**src/rtl/mmio_result_port_pkg.sv**
```systemverilog
// Shared constants for the mmio result port: data width, mapped
// addresses, status bit layout and the status word packer.
package mmio_result_port_pkg;

   localparam int DATA_W = 32;

   localparam logic [DATA_W-1:0] HALT_ADDR_D = 32'h0000_7fff;
   localparam logic [DATA_W-1:0] PUTW_ADDR_D = 32'h0000_7ff8;
   localparam logic [DATA_W-1:0] STAT_ADDR_D = 32'h0000_7ff4;
   localparam logic [DATA_W-1:0] CYC_ADDR_D  = 32'h0000_7ff0;

   localparam int ST_EMPTY = 0;
   localparam int ST_FULL  = 1;
   localparam int ST_HALT  = 2;
   localparam int ST_OVF   = 3;
   localparam int ST_OCC   = 8;

   localparam logic ENABLE  = 1'b1;
   localparam logic DISABLE = 1'b0;

   localparam logic [DATA_W-1:0] CNT_MAX = '1;

   function automatic logic [DATA_W-1:0] status_word(
      input logic [7:0] occ,
      input logic       ovf,
      input logic       hlt,
      input logic       full,
      input logic       empty
   );
      logic [DATA_W-1:0] w;
      w = '0;
      w[ST_OCC+:8]  = occ;
      w[ST_OVF]     = ovf;
      w[ST_HALT]    = hlt;
      w[ST_FULL]    = full;
      w[ST_EMPTY]   = empty;
      return w;
   endfunction

endpackage

```
**src/rtl/mmio_result_port_if.sv**
```systemverilog
// CPU data-bus tap and host console stream of the result port.
interface mmio_result_port_if;
   import mmio_result_port_pkg::*;

   logic [DATA_W-1:0] addr;
   logic [DATA_W-1:0] wdata;
   logic              we;
   logic [DATA_W-1:0] rdata;
   logic              hit;
   logic [DATA_W-1:0] out_data;
   logic              out_valid;
   logic              out_ready;

   modport master (
      output addr,
      output wdata,
      output we,
      output out_ready,
      input  rdata,
      input  hit,
      input  out_data,
      input  out_valid
   );

   modport slave (
      input  addr,
      input  wdata,
      input  we,
      input  out_ready,
      output rdata,
      output hit,
      output out_data,
      output out_valid
   );

endinterface

```
**src/rtl/mmio_result_port_sync_fifo.sv**
```systemverilog
// Show-ahead synchronous FIFO; extra pointer bit separates full
// from empty. A push while full only lands if a pop frees the slot.
module sync_fifo #(
   parameter int DEPTH = 8,
   parameter int W     = 32,
   localparam int AW   = $clog2(DEPTH),
   localparam int PW   = AW + 1
) (
   input  logic          clk,
   input  logic          rst,
   input  logic          push,
   input  logic [W-1:0]  din,
   input  logic          pop,
   output logic [W-1:0]  head,
   output logic          full,
   output logic          empty,
   output logic [PW-1:0] occupancy
);

   logic [W-1:0]  mem [DEPTH];
   logic [PW-1:0] wptr;
   logic [PW-1:0] rptr;
   logic          wr;
   logic          rd;

   assign empty = (wptr == rptr);
   assign full  = (wptr[AW] != rptr[AW]) &&
                  (wptr[AW-1:0] == rptr[AW-1:0]);
   assign occupancy = wptr - rptr;
   assign head  = mem[rptr[AW-1:0]];

   assign wr = push & (~full | pop);
   assign rd = pop & ~empty;

   always_ff @(posedge clk) begin
      if (rst) begin
         wptr <= '0;
         rptr <= '0;
      end else begin
         if (wr) wptr <= wptr + PW'(1);
         if (rd) rptr <= rptr + PW'(1);
      end
   end

   // storage needs no reset: pointers define what is valid
   always_ff @(posedge clk) begin
      if (wr) mem[wptr[AW-1:0]] <= din;
   end

endmodule

```
**src/rtl/mmio_result_port.sv**
```systemverilog
// Memory-mapped result/console responder beside dmem: console FIFO,
// sticky halt with result capture, and saturating run counters.
module mmio_result_port
   import mmio_result_port_pkg::*;
#(
   parameter int                DEPTH     = 8,
   parameter logic [DATA_W-1:0] HALT_ADDR = HALT_ADDR_D,
   parameter logic [DATA_W-1:0] PUTW_ADDR = PUTW_ADDR_D,
   parameter logic [DATA_W-1:0] STAT_ADDR = STAT_ADDR_D,
   parameter logic [DATA_W-1:0] CYC_ADDR  = CYC_ADDR_D,
   localparam int               PW        = $clog2(DEPTH) + 1
) (
   input  logic               clk,
   input  logic               rst,
   mmio_result_port_if.slave  bus,
   input  logic               stall_in,
   output logic               halt,
   output logic [DATA_W-1:0]  result,
   output logic [DATA_W-1:0]  cycle_count,
   output logic [DATA_W-1:0]  stall_count,
   output logic               overflow
);

   logic          halt_sel;
   logic          putw_sel;
   logic          stat_sel;
   logic          cyc_sel;
   logic          push;
   logic          pop;
   logic          halt_st;
   logic          full;
   logic          empty;
   logic [PW-1:0] occ;
   logic [7:0]    occ8;

   assign halt_sel = (bus.addr == HALT_ADDR);
   assign putw_sel = (bus.addr == PUTW_ADDR);
   assign stat_sel = (bus.addr == STAT_ADDR);
   assign cyc_sel  = (bus.addr == CYC_ADDR);

   assign push    = bus.we & putw_sel & ~halt;
   assign halt_st = bus.we & halt_sel & ~halt;
   assign pop     = bus.out_valid & bus.out_ready;

   sync_fifo #(
      .DEPTH (DEPTH),
      .W     (DATA_W)
   ) u_fifo (
      .clk       (clk),
      .rst       (rst),
      .push      (push),
      .din       (bus.wdata),
      .pop       (pop),
      .head      (bus.out_data),
      .full      (full),
      .empty     (empty),
      .occupancy (occ)
   );

   assign bus.out_valid = ~empty;

   always_ff @(posedge clk) begin
      if (rst) begin
         halt     <= DISABLE;
         result   <= '0;
         overflow <= DISABLE;
      end else begin
         if (halt_st) begin
            halt   <= ENABLE;
            result <= bus.wdata;
         end
         if (push & full & ~pop) overflow <= ENABLE;
      end
   end

   // the halt-store cycle itself still counts; halt freezes afterwards
   always_ff @(posedge clk) begin
      if (rst) begin
         cycle_count <= '0;
         stall_count <= '0;
      end else if (!halt) begin
         if (cycle_count != CNT_MAX)
            cycle_count <= cycle_count + 1'b1;
         if (stall_in && stall_count != CNT_MAX)
            stall_count <= stall_count + 1'b1;
      end
   end

   assign occ8 = 8'(occ);

   always_comb begin
      bus.rdata = '0;
      bus.hit   = DISABLE;
      unique case (1'b1)
         stat_sel: begin
            bus.rdata = status_word(occ8, overflow, halt,
                                    full, empty);
            bus.hit   = ENABLE;
         end
         cyc_sel: begin
            bus.rdata = cycle_count;
            bus.hit   = ENABLE;
         end
         default: ;
      endcase
   end

endmodule

```
**src/flat_wrapper.sv**
```systemverilog
// flat-port wrapper written by rule: the top's interface ports become plain ports
module mmio_result_port_flat import mmio_result_port_pkg::*;
#(
   parameter int                DEPTH     = 8,
   parameter logic [DATA_W-1:0] HALT_ADDR = HALT_ADDR_D,
   parameter logic [DATA_W-1:0] PUTW_ADDR = PUTW_ADDR_D,
   parameter logic [DATA_W-1:0] STAT_ADDR = STAT_ADDR_D,
   parameter logic [DATA_W-1:0] CYC_ADDR  = CYC_ADDR_D,
   localparam int               PW        = $clog2(DEPTH) + 1
)
  (clk, rst, stall_in, halt, result, cycle_count, stall_count, overflow, bus_addr, bus_wdata, bus_we, bus_out_ready, bus_rdata, bus_hit, bus_out_data, bus_out_valid);
  mmio_result_port_if bus_i ();
  input  logic clk;
  input  logic rst;
  input  logic stall_in;
  output logic halt;
  output logic [DATA_W-1:0] result;
  output logic [DATA_W-1:0] cycle_count;
  output logic [DATA_W-1:0] stall_count;
  output logic overflow;
  input wire logic [$bits(bus_i.addr)-1:0] bus_addr;
  input wire logic [$bits(bus_i.wdata)-1:0] bus_wdata;
  input wire logic [$bits(bus_i.we)-1:0] bus_we;
  input wire logic [$bits(bus_i.out_ready)-1:0] bus_out_ready;
  output wire logic [$bits(bus_i.rdata)-1:0] bus_rdata;
  output wire logic [$bits(bus_i.hit)-1:0] bus_hit;
  output wire logic [$bits(bus_i.out_data)-1:0] bus_out_data;
  output wire logic [$bits(bus_i.out_valid)-1:0] bus_out_valid;
  assign bus_i.addr = bus_addr;
  assign bus_i.wdata = bus_wdata;
  assign bus_i.we = bus_we;
  assign bus_i.out_ready = bus_out_ready;
  assign bus_rdata = bus_i.rdata;
  assign bus_hit = bus_i.hit;
  assign bus_out_data = bus_i.out_data;
  assign bus_out_valid = bus_i.out_valid;
  mmio_result_port #(.DEPTH(DEPTH), .HALT_ADDR(HALT_ADDR), .PUTW_ADDR(PUTW_ADDR), .STAT_ADDR(STAT_ADDR), .CYC_ADDR(CYC_ADDR)) u_core (.clk(clk), .rst(rst), .bus(bus_i), .stall_in(stall_in), .halt(halt), .result(result), .cycle_count(cycle_count), .stall_count(stall_count), .overflow(overflow));
endmodule
```
**config.mk**
```make
export PLATFORM = sky130hd
export DESIGN_NAME = mmio_result_port_flat
export DESIGN_NICKNAME = d
export VERILOG_FILES = /design/src/rtl/mmio_result_port_pkg.sv /design/src/rtl/mmio_result_port_if.sv /design/src/rtl/mmio_result_port_sync_fifo.sv /design/src/rtl/mmio_result_port.sv /design/src/flat_wrapper.sv
export SDC_FILE = /design/constraint.sdc
export NUM_CORES = 1
export LEC_CHECK = 0
export CORE_UTILIZATION = 54
export CTS_CLUSTER_SIZE = 30
export DETAILED_ROUTE_END_ITERATION = 8
export PLACE_DENSITY_LB_ADDON = 0.2
export SLEW_MARGIN = 20
export SYNTH_ARGS = -nofsm -noshare
export SYNTH_HDL_FRONTEND = slang
export SYNTH_SLANG_ARGS = --single-unit
```
**constraint.sdc**
```tcl
create_clock -name clk -period 6.4 [get_ports clk]
set_clock_uncertainty 0.1 [all_clocks]
set_input_delay 1.28 -clock clk [delete_from_list [all_inputs] [get_ports clk]]
set_output_delay 1.28 -clock clk [all_outputs]
set_load 0.1 [all_outputs]
```
==> results.md <==
* Reg2Reg Capture Point: u_core.u_fifo.mem[5][25]$_DFFE_PP_
* CORE AREA at 27,300 µm²
* Highest-count cells in the layout ignoring fill and taps: 256 x edfxtp_1, 198 x clkdlybuf4s50_1, 106 x dfxtp_1
* Total of fill cells in the finished design at 1,826
* Yosys warning count at 0
* Most heavily used metal layer in global routing: met2
* Post-Synth XOR/XNOR Area at 1.39%
* Die Y at 170 µm
* Placed wire-length estimate after detailed placement at 20,300 µm
* FF+latch area at 9880 µm²
* Final count of hold timing violations at 0
* Synthesized-area fraction occupied by ao, oa, aoi and oai cells at 5.20%
* Count of hold-fix buffers inserted at cts at 0
* Instance count along the most critical hold path at 2
* GR Layer Usage met2 at 40.8%
* Final global-route overflow total at 0
* Tot Pwr at 4.81 mW
* Wire length reported by the detailed router at 33,200 µm
* Number of optimization iterations in the first detailed-route pass at 5
* Number of placed instances, taps included at 1,574
* Achievable clock frequency at 0.198 GHz
* Cts bufs inserted at 38
* Largest net degree at the start of global routing at 81
* CTS tree: yes
* Vias post-DR at 9,487
* Count of instances resized after the clock tree is built at 0
* Antenna diodes at 0
* Main combinational cell family by area after synthesis: multiplexers
* Maximum resistive drop on vdd at 184 µV
* Met3 Resource Use GR at 5.06%
* Startpoint of the worst hold path: u_core.result[5]$_SDFFE_PP0P_
* Async set-reset flop share out of synthesis at 0%
* Final Cycle Share at 78.8%
* Multi-input combinational cell area at 5050 µm²
* Flip-flop and latch count after synthesis at 365
* Fraction of synthesized cell area taken by the top area cell type at 50.7%
* Core Rows at 60
* DR iter-0 viols at 759
* Global-route total usage across every layer at 23.5%
* Post-synth cell types at 68
* GR Layer Usage met1 at 30.4%
* Top flip-flop cell by instance count after synthesis: edfxtp_1
* CP Class: flip-flop to output port
* Chip Width at 170 µm
* Post-route antenna net violation count at 0
* Crit path time final at 5.04 ns
* Unrepaired setup endpoints after global routing: false
* Worst setup slack for register-to-register paths at 3.01 ns
* Slew @ Worst Pin at 1.08 ns
* Maximum clock path buffer count at 3
* Total Die Area at 28,800 µm²
* LEAKAGE at 5.98 nW
* Fraction of final layout cells sized beyond drive strength 1 at 19.7%
* DR WL/cell at 20.2 µm
* # DRC at 0
* Critical path launch point type: flip-flop
* Area growth from synthesis to final layout at 25.4%
* R2R Path Start: u_core.u_fifo.wptr[0]$_SDFFE_PP0P_
* Run status: finished clean
* Number of setup buffers added after CTS at 0
* Arr. time, crit path at 3.66 ns
* Final setup vio count at 0
* Via count of the first global-routing pass at 9,413
* Cell taking the most area after synthesis: edfxtp_1
* Required time at the endpoint of the critical path at 5.02 ns
* Final cell count without fillers at 1,643
* Share of the core filled with cells at 69.8%
* Library cell used as clock root buffer: clkbuf_16
* Adder-cell share of the synthesized area at 0.709%
* Sinks on Clock Net at 365
* Share of synthesized area spent on multiplexers at 14.5%
* Class of the tightest hold or removal check: flip-flop to flip-flop
* First-pass GRT wire length at 52,100 µm
* Gate Count Post-Synth at 1,003
* Most common cell after layout, fill and taps aside: edfxtp_1
* Initial Util at 55.7%
* Slew Limit Headroom at 27.8%
* Simple-gate portion of the synthesized area at 11.1%
* Clock input transition at the sequential cells of the worst setup and hold paths at 0.06 ns
* H-tree levels at 2
* Routability congestion estimate from global placement at 0.812
* Share of the yosys chip area belonging to registers at 65.0%
* Average size of a mapped cell at 15.1 µm²
* Number of nets in the final layout at 1,319
* End of the worst hold path: u_core.result[5]$_SDFFE_PP0P_
* Power per Cell Area at 253 nW/µm²
* Antenna violations before repair at 1
* Worst setup EP type: output port
* Count of pins on the block boundary at 233
* Via-to-Cell Ratio at 5.77
* Largest cells by area after synthesis: edfxtp_1 51%, dfxtp_1 14%, mux4_2 9.5%
* Net count after synthesis at 1,080
* Number of enable flip-flop cells after synthesis at 256
* Fin Setup TNS at 0 ns
* Crit Path Max Fanout at 39
* FF-to-FF path depth at 8
* Port-buffer cells at 232
* Number of violations of the max-capacitance limit at 0
* Later-pin clock latency in the skew report at 0.51 ns
* Cell area after technology mapping at 15,200 µm²
* Max Transition Viols Final at 0
==> state kept, by name, summed over array words and instances, names as in the netlist, named ones only <==
| signal | count |
|---|---|
| u_core.cycle_count | 32 |
| u_core.halt | 1 |
| u_core.overflow | 1 |
| u_core.result | 32 |
| u_core.stall_count | 32 |
| u_core.u_fifo.mem | 256 |
| u_core.u_fifo.rptr | 4 |
| u_core.u_fifo.wptr | 4 |
==> per-layer routing <==
layer	share of wire, %	wire length (µm)
met5	0.051	17
met4	1.4	472
met3	6.5	2170
met2	50	16700
met1	42	13800
==> cells by family after synthesis <==
logic type	Yosys count
mux	135
fa+ha+maj	8
flops	365
simple gates	297
buf+inv	60
compound gates	114
xor+xnor	24
==> worst max-delay path: stages, from the launching register on <==
cell,delay [ns]
dfxtp_4,0.87
buf_4,0.42
mux4_2,0.55
mux2_2,0.27
clkdlybuf4s50_1,1.02
==> metrics by stage <==
step	hold WS, ns	setup WS, ns	cell area [µm²]
2_1_floorplan	0.376	0.212	15200
3_3_place_gp	0.371	1.52	17800
3_5_place_dp	0.378	1.46	17800
4_1_cts	0.394	1.27	19000
5_1_grt	0.423	1.15	19000
6_report	0.389	1.36	19000
==> synth_stat cells, types with 3 or more instances <==
cell / n
mux2_2: 34
o21ai_0: 14
nor4_4: 3
a311oi_1: 4
nor4_1: 9
a21oi_2: 8
a21oi_1: 38
ha_1: 7
inv_1: 14
dfxtp_1: 109
mux2i_1: 33
mux2_1: 4
or4b_2: 3
or2_2: 6
nand2_1: 36
xor2_1: 8
edfxtp_1: 256
clkbuf_1: 25
nor2b_1: 7
buf_2: 9
or3_1: 21
and4_1: 9
and2_1: 24
mux4_2: 64
and3_1: 6
nand2b_1: 5
nand3_1: 29
nor2_1: 79
nor3_1: 9
o31ai_1: 17
o41ai_1: 3
buf_6: 6
o21ai_1: 8
nand4_1: 17
xnor2_1: 16
or4_1: 19
a22o_1: 3
==> worst max-delay path by stage <==
| stage | end | slack [ns] |
|---|---|---|
| 2_1_floorplan | bus_rdata[16] | 0.21 |
| 3_3_place_gp | bus_rdata[1] | 1.52 |
| 3_5_place_dp | bus_rdata[1] | 1.46 |
| 5_1_grt | bus_out_data[22] | 1.15 |
| 6_report | bus_out_data[22] | 1.36 |
| 4_1_cts | bus_out_data[22] | 1.27 |
==> report_power, final <==
group | total [mW] | internal (mW) | switching, mW
clock network | 2.16 | 1.31 | 0.855
logic | 0.121 | 0.0480 | 0.0735
registers | 2.53 | 2.52 | 0.00548
==> area by class of cell <==
class / instances / share of cell area, %
Tap cell: 372 / 2.45
Multi-Input combinational cell: 578 / 26.5
Timing Repair Buffer: 245 / 12.3
Sequential cell: 365 / 51.9
Inverter: 14 / 0.276
Clock buffer: 53 / 5.51
Clock inverter: 16 / 0.973
(Power assumes the default switching activity.)
